<file path="src/rtl/i2c_byte_master_if.sv">
// Command, status and open-drain bus signals of the byte-level I2C master.
// The master modport is the engine side; the slave modport is the side
// that issues commands and models the bus lines.
interface i2c_byte_master_if #(
  parameter int DW = 8
);
  logic          cmd_valid;
  logic          cmd_ready;
  logic [1:0]    cmd;
  logic [DW-1:0] cmd_wdata;
  logic          cmd_nack;
  logic          done;
  logic          err;
  logic          ack_rcvd;
  logic [DW-1:0] rdata;
  logic          bus_held;
  logic          scl_i;
  logic          sda_i;
  logic          scl_oe;
  logic          sda_oe;

  modport master (
    input  cmd_valid, cmd, cmd_wdata, cmd_nack, scl_i, sda_i,
    output cmd_ready, done, err, ack_rcvd, rdata, bus_held, scl_oe, sda_oe
  );

  modport slave (
    output cmd_valid, cmd, cmd_wdata, cmd_nack, scl_i, sda_i,
    input  cmd_ready, done, err, ack_rcvd, rdata, bus_held, scl_oe, sda_oe
  );
endinterface

</file>
<file path="src/rtl/i2c_byte_master.sv">
// Byte-level I2C master engine. Sequences START / WRITE / READ / STOP
// commands into four quarter-bit phases of CLK_DIV cycles each, honours
// clock stretching whenever SCL is released, and reports completion with a
// one-cycle done pulse. All bus enables are registered so they never glitch.
module i2c_byte_master #(
  parameter int CLK_DIV        = 4,
  parameter int I2C_DATA_WIDTH = 8
) (
  input  logic              clk,
  input  logic              rst,
  i2c_byte_master_if.master bus
);

  localparam int DW = I2C_DATA_WIDTH;
  localparam int CW = (CLK_DIV > 2) ? $clog2(CLK_DIV) : 1;
  localparam int BW = (DW > 2) ? $clog2(DW) : 1;
  localparam logic [CW-1:0] CNT_LAST = CW'(CLK_DIV - 1);

  localparam logic [1:0] CMD_START = 2'd0;
  localparam logic [1:0] CMD_WRITE = 2'd1;
  localparam logic [1:0] CMD_READ  = 2'd2;

  typedef enum logic [2:0] {
    S_IDLE  = 3'd0,
    S_START = 3'd1,
    S_BIT   = 3'd2,
    S_ACK   = 3'd3,
    S_STOP  = 3'd4,
    S_FIN   = 3'd5
  } state_t;

  state_t        state_q, state_d;
  logic [1:0]    ph_q, ph_d;
  logic [CW-1:0] cnt_q, cnt_d;
  logic [BW-1:0] bit_q, bit_d;
  logic [DW-1:0] sh_q, sh_d;
  logic          samp_q, samp_d;
  logic          rd_q, rd_d;
  logic          nack_q, nack_d;
  logic          ill_q, ill_d;
  logic          ready_q, ready_d;
  logic          done_q, done_d;
  logic          err_q, err_d;
  logic          ack_q, ack_d;
  logic [DW-1:0] rdata_q, rdata_d;
  logic          held_q, held_d;
  logic          scl_oe_q, scl_oe_d;
  logic          sda_oe_q, sda_oe_d;
  logic          stall;
  logic          step;

  // A released SCL still read low means a slave is stretching the clock.
  assign stall = !scl_oe_q && !bus.scl_i;

  // Next-state logic: phase timing, bus-line enables and command results.
  always_comb begin
    state_d  = state_q;
    ph_d     = ph_q;
    cnt_d    = cnt_q;
    bit_d    = bit_q;
    sh_d     = sh_q;
    samp_d   = samp_q;
    rd_d     = rd_q;
    nack_d   = nack_q;
    ill_d    = ill_q;
    ready_d  = ready_q;
    done_d   = 1'b0;
    err_d    = err_q;
    ack_d    = ack_q;
    rdata_d  = rdata_q;
    held_d   = held_q;
    scl_oe_d = scl_oe_q;
    sda_oe_d = sda_oe_q;
    step     = 1'b0;

    // Quarter-bit counter; enables below are set on entry to the next phase.
    if ((state_q == S_START || state_q == S_BIT || state_q == S_ACK ||
         state_q == S_STOP) && !stall) begin
      if (cnt_q == CNT_LAST) begin
        cnt_d = '0;
        ph_d  = ph_q + 2'd1;
        step  = 1'b1;
      end else begin
        cnt_d = cnt_q + 1'b1;
      end
    end

    case (state_q)
      S_IDLE: begin
        ready_d = 1'b1;
        err_d   = 1'b0;
        if (ready_q && bus.cmd_valid) begin
          ready_d = 1'b0;
          ph_d    = 2'd0;
          cnt_d   = '0;
          ill_d   = 1'b0;
          case (bus.cmd)
            CMD_START: begin
              state_d  = S_START;
              sda_oe_d = 1'b0;
            end
            CMD_WRITE, CMD_READ: begin
              if (held_q) begin
                state_d  = S_BIT;
                bit_d    = '0;
                sh_d     = bus.cmd_wdata;
                rd_d     = (bus.cmd == CMD_READ);
                nack_d   = bus.cmd_nack;
                scl_oe_d = 1'b1;
                sda_oe_d = (bus.cmd == CMD_WRITE) & ~bus.cmd_wdata[DW-1];
              end else begin
                // No bus ownership: report an error one cycle later.
                state_d = S_FIN;
                ill_d   = 1'b1;
                cnt_d   = CW'(1);
              end
            end
            default: begin
              if (held_q) begin
                state_d  = S_STOP;
                scl_oe_d = 1'b1;
                sda_oe_d = 1'b1;
              end else begin
                state_d = S_FIN;
                ill_d   = 1'b1;
                cnt_d   = CW'(1);
              end
            end
          endcase
        end
      end

      S_START: begin
        if (step) begin
          case (ph_q)
            2'd0:    scl_oe_d = 1'b0;
            2'd1:    sda_oe_d = 1'b1;
            2'd2:    scl_oe_d = 1'b1;
            default: begin
              state_d = S_FIN;
              held_d  = 1'b1;
            end
          endcase
        end
      end

      S_BIT: begin
        if (step) begin
          case (ph_q)
            2'd0: scl_oe_d = 1'b0;
            2'd2: samp_d   = bus.sda_i;
            2'd3: begin
              scl_oe_d = 1'b1;
              sh_d     = {sh_q[DW-2:0], samp_q};
              if (bit_q == BW'(DW - 1)) begin
                state_d  = S_ACK;
                sda_oe_d = rd_q & ~nack_q;
              end else begin
                bit_d    = bit_q + 1'b1;
                sda_oe_d = ~rd_q & ~sh_q[DW-2];
              end
            end
            default: begin
            end
          endcase
        end
      end

      S_ACK: begin
        if (step) begin
          case (ph_q)
            2'd0: scl_oe_d = 1'b0;
            2'd2: samp_d   = bus.sda_i;
            2'd3: begin
              scl_oe_d = 1'b1;
              state_d  = S_FIN;
              if (rd_q) rdata_d = sh_q;
              else      ack_d   = ~samp_q;
            end
            default: begin
            end
          endcase
        end
      end

      S_STOP: begin
        if (step) begin
          case (ph_q)
            2'd0: scl_oe_d = 1'b0;
            2'd1: sda_oe_d = 1'b0;
            2'd3: begin
              state_d = S_FIN;
              held_d  = 1'b0;
            end
            default: begin
            end
          endcase
        end
      end

      S_FIN: begin
        if (cnt_q != '0) begin
          cnt_d = cnt_q - 1'b1;
        end else begin
          done_d  = 1'b1;
          err_d   = ill_q;
          ill_d   = 1'b0;
          state_d = S_IDLE;
        end
      end

      default: state_d = S_IDLE;
    endcase
  end

  // State and registered outputs; reset releases both lines at once.
  always_ff @(posedge clk or posedge rst) begin
    if (rst) begin
      state_q  <= S_IDLE;
      ph_q     <= 2'd0;
      cnt_q    <= '0;
      bit_q    <= '0;
      sh_q     <= '0;
      samp_q   <= 1'b0;
      rd_q     <= 1'b0;
      nack_q   <= 1'b0;
      ill_q    <= 1'b0;
      ready_q  <= 1'b1;
      done_q   <= 1'b0;
      err_q    <= 1'b0;
      ack_q    <= 1'b0;
      rdata_q  <= '0;
      held_q   <= 1'b0;
      scl_oe_q <= 1'b0;
      sda_oe_q <= 1'b0;
    end else begin
      state_q  <= state_d;
      ph_q     <= ph_d;
      cnt_q    <= cnt_d;
      bit_q    <= bit_d;
      sh_q     <= sh_d;
      samp_q   <= samp_d;
      rd_q     <= rd_d;
      nack_q   <= nack_d;
      ill_q    <= ill_d;
      ready_q  <= ready_d;
      done_q   <= done_d;
      err_q    <= err_d;
      ack_q    <= ack_d;
      rdata_q  <= rdata_d;
      held_q   <= held_d;
      scl_oe_q <= scl_oe_d;
      sda_oe_q <= sda_oe_d;
    end
  end

  assign bus.cmd_ready = ready_q;
  assign bus.done      = done_q;
  assign bus.err       = err_q;
  assign bus.ack_rcvd  = ack_q;
  assign bus.rdata     = rdata_q;
  assign bus.bus_held  = held_q;
  assign bus.scl_oe    = scl_oe_q;
  assign bus.sda_oe    = sda_oe_q;

endmodule
</file>
<file path="src/flat_wrapper.sv">
// flat-port wrapper written by rule: the top's interface ports become plain ports
module i2c_byte_master_flat 
#(
  parameter int CLK_DIV        = 4,
  parameter int I2C_DATA_WIDTH = 8
)
  (clk, rst, bus_cmd_valid, bus_cmd, bus_cmd_wdata, bus_cmd_nack, bus_scl_i, bus_sda_i, bus_cmd_ready, bus_done, bus_err, bus_ack_rcvd, bus_rdata, bus_bus_held, bus_scl_oe, bus_sda_oe);
  i2c_byte_master_if bus_i ();
  input  logic clk;
  input  logic rst;
  input wire logic [$bits(bus_i.cmd_valid)-1:0] bus_cmd_valid;
  input wire logic [$bits(bus_i.cmd)-1:0] bus_cmd;
  input wire logic [$bits(bus_i.cmd_wdata)-1:0] bus_cmd_wdata;
  input wire logic [$bits(bus_i.cmd_nack)-1:0] bus_cmd_nack;
  input wire logic [$bits(bus_i.scl_i)-1:0] bus_scl_i;
  input wire logic [$bits(bus_i.sda_i)-1:0] bus_sda_i;
  output wire logic [$bits(bus_i.cmd_ready)-1:0] bus_cmd_ready;
  output wire logic [$bits(bus_i.done)-1:0] bus_done;
  output wire logic [$bits(bus_i.err)-1:0] bus_err;
  output wire logic [$bits(bus_i.ack_rcvd)-1:0] bus_ack_rcvd;
  output wire logic [$bits(bus_i.rdata)-1:0] bus_rdata;
  output wire logic [$bits(bus_i.bus_held)-1:0] bus_bus_held;
  output wire logic [$bits(bus_i.scl_oe)-1:0] bus_scl_oe;
  output wire logic [$bits(bus_i.sda_oe)-1:0] bus_sda_oe;
  assign bus_i.cmd_valid = bus_cmd_valid;
  assign bus_i.cmd = bus_cmd;
  assign bus_i.cmd_wdata = bus_cmd_wdata;
  assign bus_i.cmd_nack = bus_cmd_nack;
  assign bus_i.scl_i = bus_scl_i;
  assign bus_i.sda_i = bus_sda_i;
  assign bus_cmd_ready = bus_i.cmd_ready;
  assign bus_done = bus_i.done;
  assign bus_err = bus_i.err;
  assign bus_ack_rcvd = bus_i.ack_rcvd;
  assign bus_rdata = bus_i.rdata;
  assign bus_bus_held = bus_i.bus_held;
  assign bus_scl_oe = bus_i.scl_oe;
  assign bus_sda_oe = bus_i.sda_oe;
  i2c_byte_master #(.CLK_DIV(CLK_DIV), .I2C_DATA_WIDTH(I2C_DATA_WIDTH)) u_core (.clk(clk), .rst(rst), .bus(bus_i));
endmodule
</file>
<file path="config.mk">
export PLATFORM = sky130hd
export DESIGN_NAME = i2c_byte_master_flat
export DESIGN_NICKNAME = d
export VERILOG_FILES = /design/src/rtl/i2c_byte_master_if.sv /design/src/rtl/i2c_byte_master.sv /design/src/flat_wrapper.sv
export SDC_FILE = /design/constraint.sdc
export NUM_CORES = 1
export LEC_CHECK = 0
export CAP_MARGIN = 25
export CELL_PAD_IN_SITES_DETAIL_PLACEMENT = 0
export CELL_PAD_IN_SITES_GLOBAL_PLACEMENT = 1
export CORE_MARGIN = 5
export CORE_UTILIZATION = 46
export DETAILED_ROUTE_END_ITERATION = 6
export GPL_TIMING_DRIVEN = 0
export PLACE_DENSITY = 0.89
export SLEW_MARGIN = 20
export SYNTH_ARGS = -nofsm -noshare
export SYNTH_HDL_FRONTEND = slang
export SYNTH_SLANG_ARGS = --single-unit
</file>
<file path="constraint.sdc">
create_clock -name clk -period 5.1 [get_ports clk]
set_input_delay 1.02 -clock clk [delete_from_list [all_inputs] [get_ports clk]]
set_output_delay 1.02 -clock clk [all_outputs]
set_load 0.01 [all_outputs]
</file>
==> flow_metrics.py <==
metrics = {
    "synth": {
        "synth_area_sq_um": 2300,
        "synth_compound_area_frac": 0.164,
        "ys_seq_area_frac": 0.403,
        "yosysTopAreaCellShare": 0.391,
        "synth_edf_count": 0,
        "ys_ff_latch": 37,
        "synth_nets": 248,
        "ys_warn_count": 0,
        "async_flop_share": 1.00,
        "synth-main-ff-cell": "dfrtp_1",
        "yosysMostFrequentCell": "dfrtp_1",
        "synthAdderAreaFrac": 0.0750,
        "yosys.area_share.simple": 0.168,
        "netlist_top_cells_count": "dfrtp_1, nand2_1, o21ai_1",
        "yosys.area.top_type": "dfrtp_1",
        "synth_top_family_by_area": "simple AND/OR/NAND/NOR gates",
        "synth_area_leaders": "dfrtp_1, ha_1, mux2_4",
        "syn_inst": 219,
        "synthDistinctLibCells": 55,
        "synthMuxAreaShare": 0.120,
        "synth_xor_area_frac": 0.0109,
        "avgSynthCellArea_sq_um": 10.5,
    },
    "outcome": {
        "status": "finished, final reports clean",
    },
    "min_path": {
        "hold_path.class": "reg -> reg",
        "worstHoldStart": "u_core.nack_q",
        "worst_hold_path.endpoint": "u_core.nack_q",
        "hold_depth": 1,
    },
    "clock_tree": {
        "cts_buffers": 5,
        "clockBufferDepth": 2,
        "cts_resized": 0,
        "path_clk_slew_ns": 0.07,
        "htree_levels": 2,
        "ctsHoldBuffers": 0,
        "postCtsSetupRepairBufs": 0,
        "cts_tree": "done",
        "clk_latency_ns": 0.29,
        "root_buffer": "clkbuf_8",
        "cts.sinks": 37,
    },
    "timing": {
        "period_minus_slack_ns": 2.72,
        "max-slew-margin-rel": 0.798,
        "fin_skew_ns": 0.00352,
        "rsz0062_at_grt": "false",
        "setup_ws_ns": 2.38,
        "holdWs_ns": 0.491,
        "clock.fmax_mhz": 367,
        "worst_pin_slew_ns": 0.302,
        "tns_ns": 0,
        "slew_violations": 0,
        "setup_viol": 0,
        "hold_viol_final": 0,
        "finalCritPeriodShare": 0.534,
    },
    "global_route": {
        "grt_pass1_vias": 1677,
        "antenna_found_initial": 0,
        "grt_pass1_wl_um": 8300,
        "grt_max_degree": 32,
        "grt_remaining_overflow": 0,
        "track_usage": 0.167,
    },
    "final_layout": {
        "nets": 286,
        "drive_gt1_frac": 0.182,
        "fillers": 420,
        "finalInstanceArea_sq_um": 2800,
        "antenna_cells": 0,
        "area_delta_synth_final_pct": 21.7,
    },
    "place": {
        "dp_hpwl_um": 3810,
        "place_ws_ns": 2.09,
        "io_buffer_count": 30,
        "placed_cell_area_sq_um": 2710,
        "gp_congestion": 0.896,
    },
    "setup_path": {
        "worstSetupPathType": "in -> reg",
        "regToRegSetupSlack_ns": 3.31,
        "cp-start-kind": "input port",
        "cp.arrival_ns": 2.90,
        "end_kind": "flip-flop",
        "required_ns": 5.28,
        "reg2regPathDepth": 6,
        "worstPathMaxFanout": 8,
        "reg2reg_to": "u_core.bus.rdata[7]",
        "r2r_start": "u_core.cnt_q[0]",
    },
    "drt": {
        "drt-initial-drc-count": 73,
        "drc": 0,
        "wl_per_cell_um": 15.5,
        "vias_per_cell": 5.35,
        "drtAntennaViolNets": 0,
        "vias": 1740,
        "wirelength_um": 5030,
        "drtPass1Iterations": 4,
    },
    "die": {
        "design.die.area_sq_um": 6520,
        "core_sq_um": 4790,
        "die_w_um": 80.7,
        "ios": 31,
        "die_y_um": 80.7,
        "row_count": 25,
        "initial_utilization": 0.481,
    },
    "power": {
        "vdd_drop_max_mv": 0.216,
        "static-leakage-power_uw": 0.00124,
        "power.density_nw_per_um2": 487,
    },
    "job": {
        "drv_cap": 0,
    },
}
logic make-up (layout without fill, tap and decap cells):
| kind of cell | after synthesis | in the layout |
|---|---|---|
| simple gates | 66 | 66 |
| xor+xnor | 2 | 2 |
| buf+inv | 22 | 61 |
| compound gates | 55 | 55 |
| fa+ha+maj | 14 | 14 |
| flops | 37 | 37 |
| mux | 23 | 23 |
stage by stage:
step	std cells	utilization	total power, uW
after floorplan	219	-	971
after detailed placement	317	0.565	1150
after global placement	316	0.561	1130
after CTS	325	0.586	1370
final	325	0.586	1370
after global routing	325	0.586	1470
worst max path at each step:
stage	from	to	slack [ns]	cells past startpoint
after detailed placement	bus_cmd[0]	u_core.bit_q[0]	2.09	8
final	bus_cmd[0]	u_core.bit_q[0]	2.38	8
after global placement	bus_cmd[0]	u_core.bit_q[0]	2.12	8
after global routing	bus_cmd[0]	u_core.bit_q[0]	2.27	8
after floorplan	bus_cmd[0]	u_core.bit_q[0]	2.81	7
after CTS	bus_cmd[0]	u_core.bit_q[0]	2.39	8
per-layer routing:
layer | up-vias | global-route usage | wire, um
li1 | 856 | - | -
met4 | 0 | 0.0405 | 42
met3 | 5 | 0.0410 | 193
met2 | 33 | 0.259 | 2380
met1 | 846 | 0.237 | 2410
met5 | - | 0 | 0
state kept, by name, summed over array words and instances, names as in the netlist:
signal / cells
u_core.bus.scl_oe: 1
u_core.rd_q: 1
u_core.ill_q: 1
u_core.bus.done: 1
u_core.cnt_q: 2
u_core.sh_q: 8
u_core.state_q: 3
u_core.bus.cmd_ready: 1
u_core.nack_q: 1
u_core.bus.bus_held: 1
u_core.samp_q: 1
u_core.bus.sda_oe: 1
u_core.bus.rdata: 8
u_core.bit_q: 3
u_core.bus.err: 1
u_core.ph_q: 2
u_core.bus.ack_rcvd: 1
cell type report:
class	instances	area, sq um	share of cell area
multi-input cells	160	1240	0.442
flip-flops and latches	37	927	0.331
repair buffers	31	320	0.114
plain buffers	9	87.6	0.0312
well taps	67	83.8	0.0299
clock buffers	6	82.6	0.0295
inverters	13	48.8	0.0174
clock inverters	2	13.8	0.00491
placed cells by master, fill, tap and decap left out, types with 7 or more instances in the layout:
cell type        count
dfrtp_1             36
mux2i_1             10
nand2_1             22
clkdlybuf4s50_1     30
nor2_1               8
inv_1               12
o21ai_1             14
mux2_4               8
nand2b_1             7
ha_1                13
power by group:
group | internal [uW] | total, uW | switching, uW
Combinational | 320 | 686 | 366
Sequential | 376 | 460 | 83.7
Clock | 110 | 220 | 110
Total | 805 | 1370 | 561
critical path, cell delays in order:
cell	delay (ns)
clkdlybuf4s50_1	0.51
inv_1	0.08
ha_1	0.33
nand2_1	0.15
nor3_2	0.22
o21ai_4	0.13
a21o_1	0.20
mux2_2	0.26
Note: power is estimated with default switching activity, not from simulation.
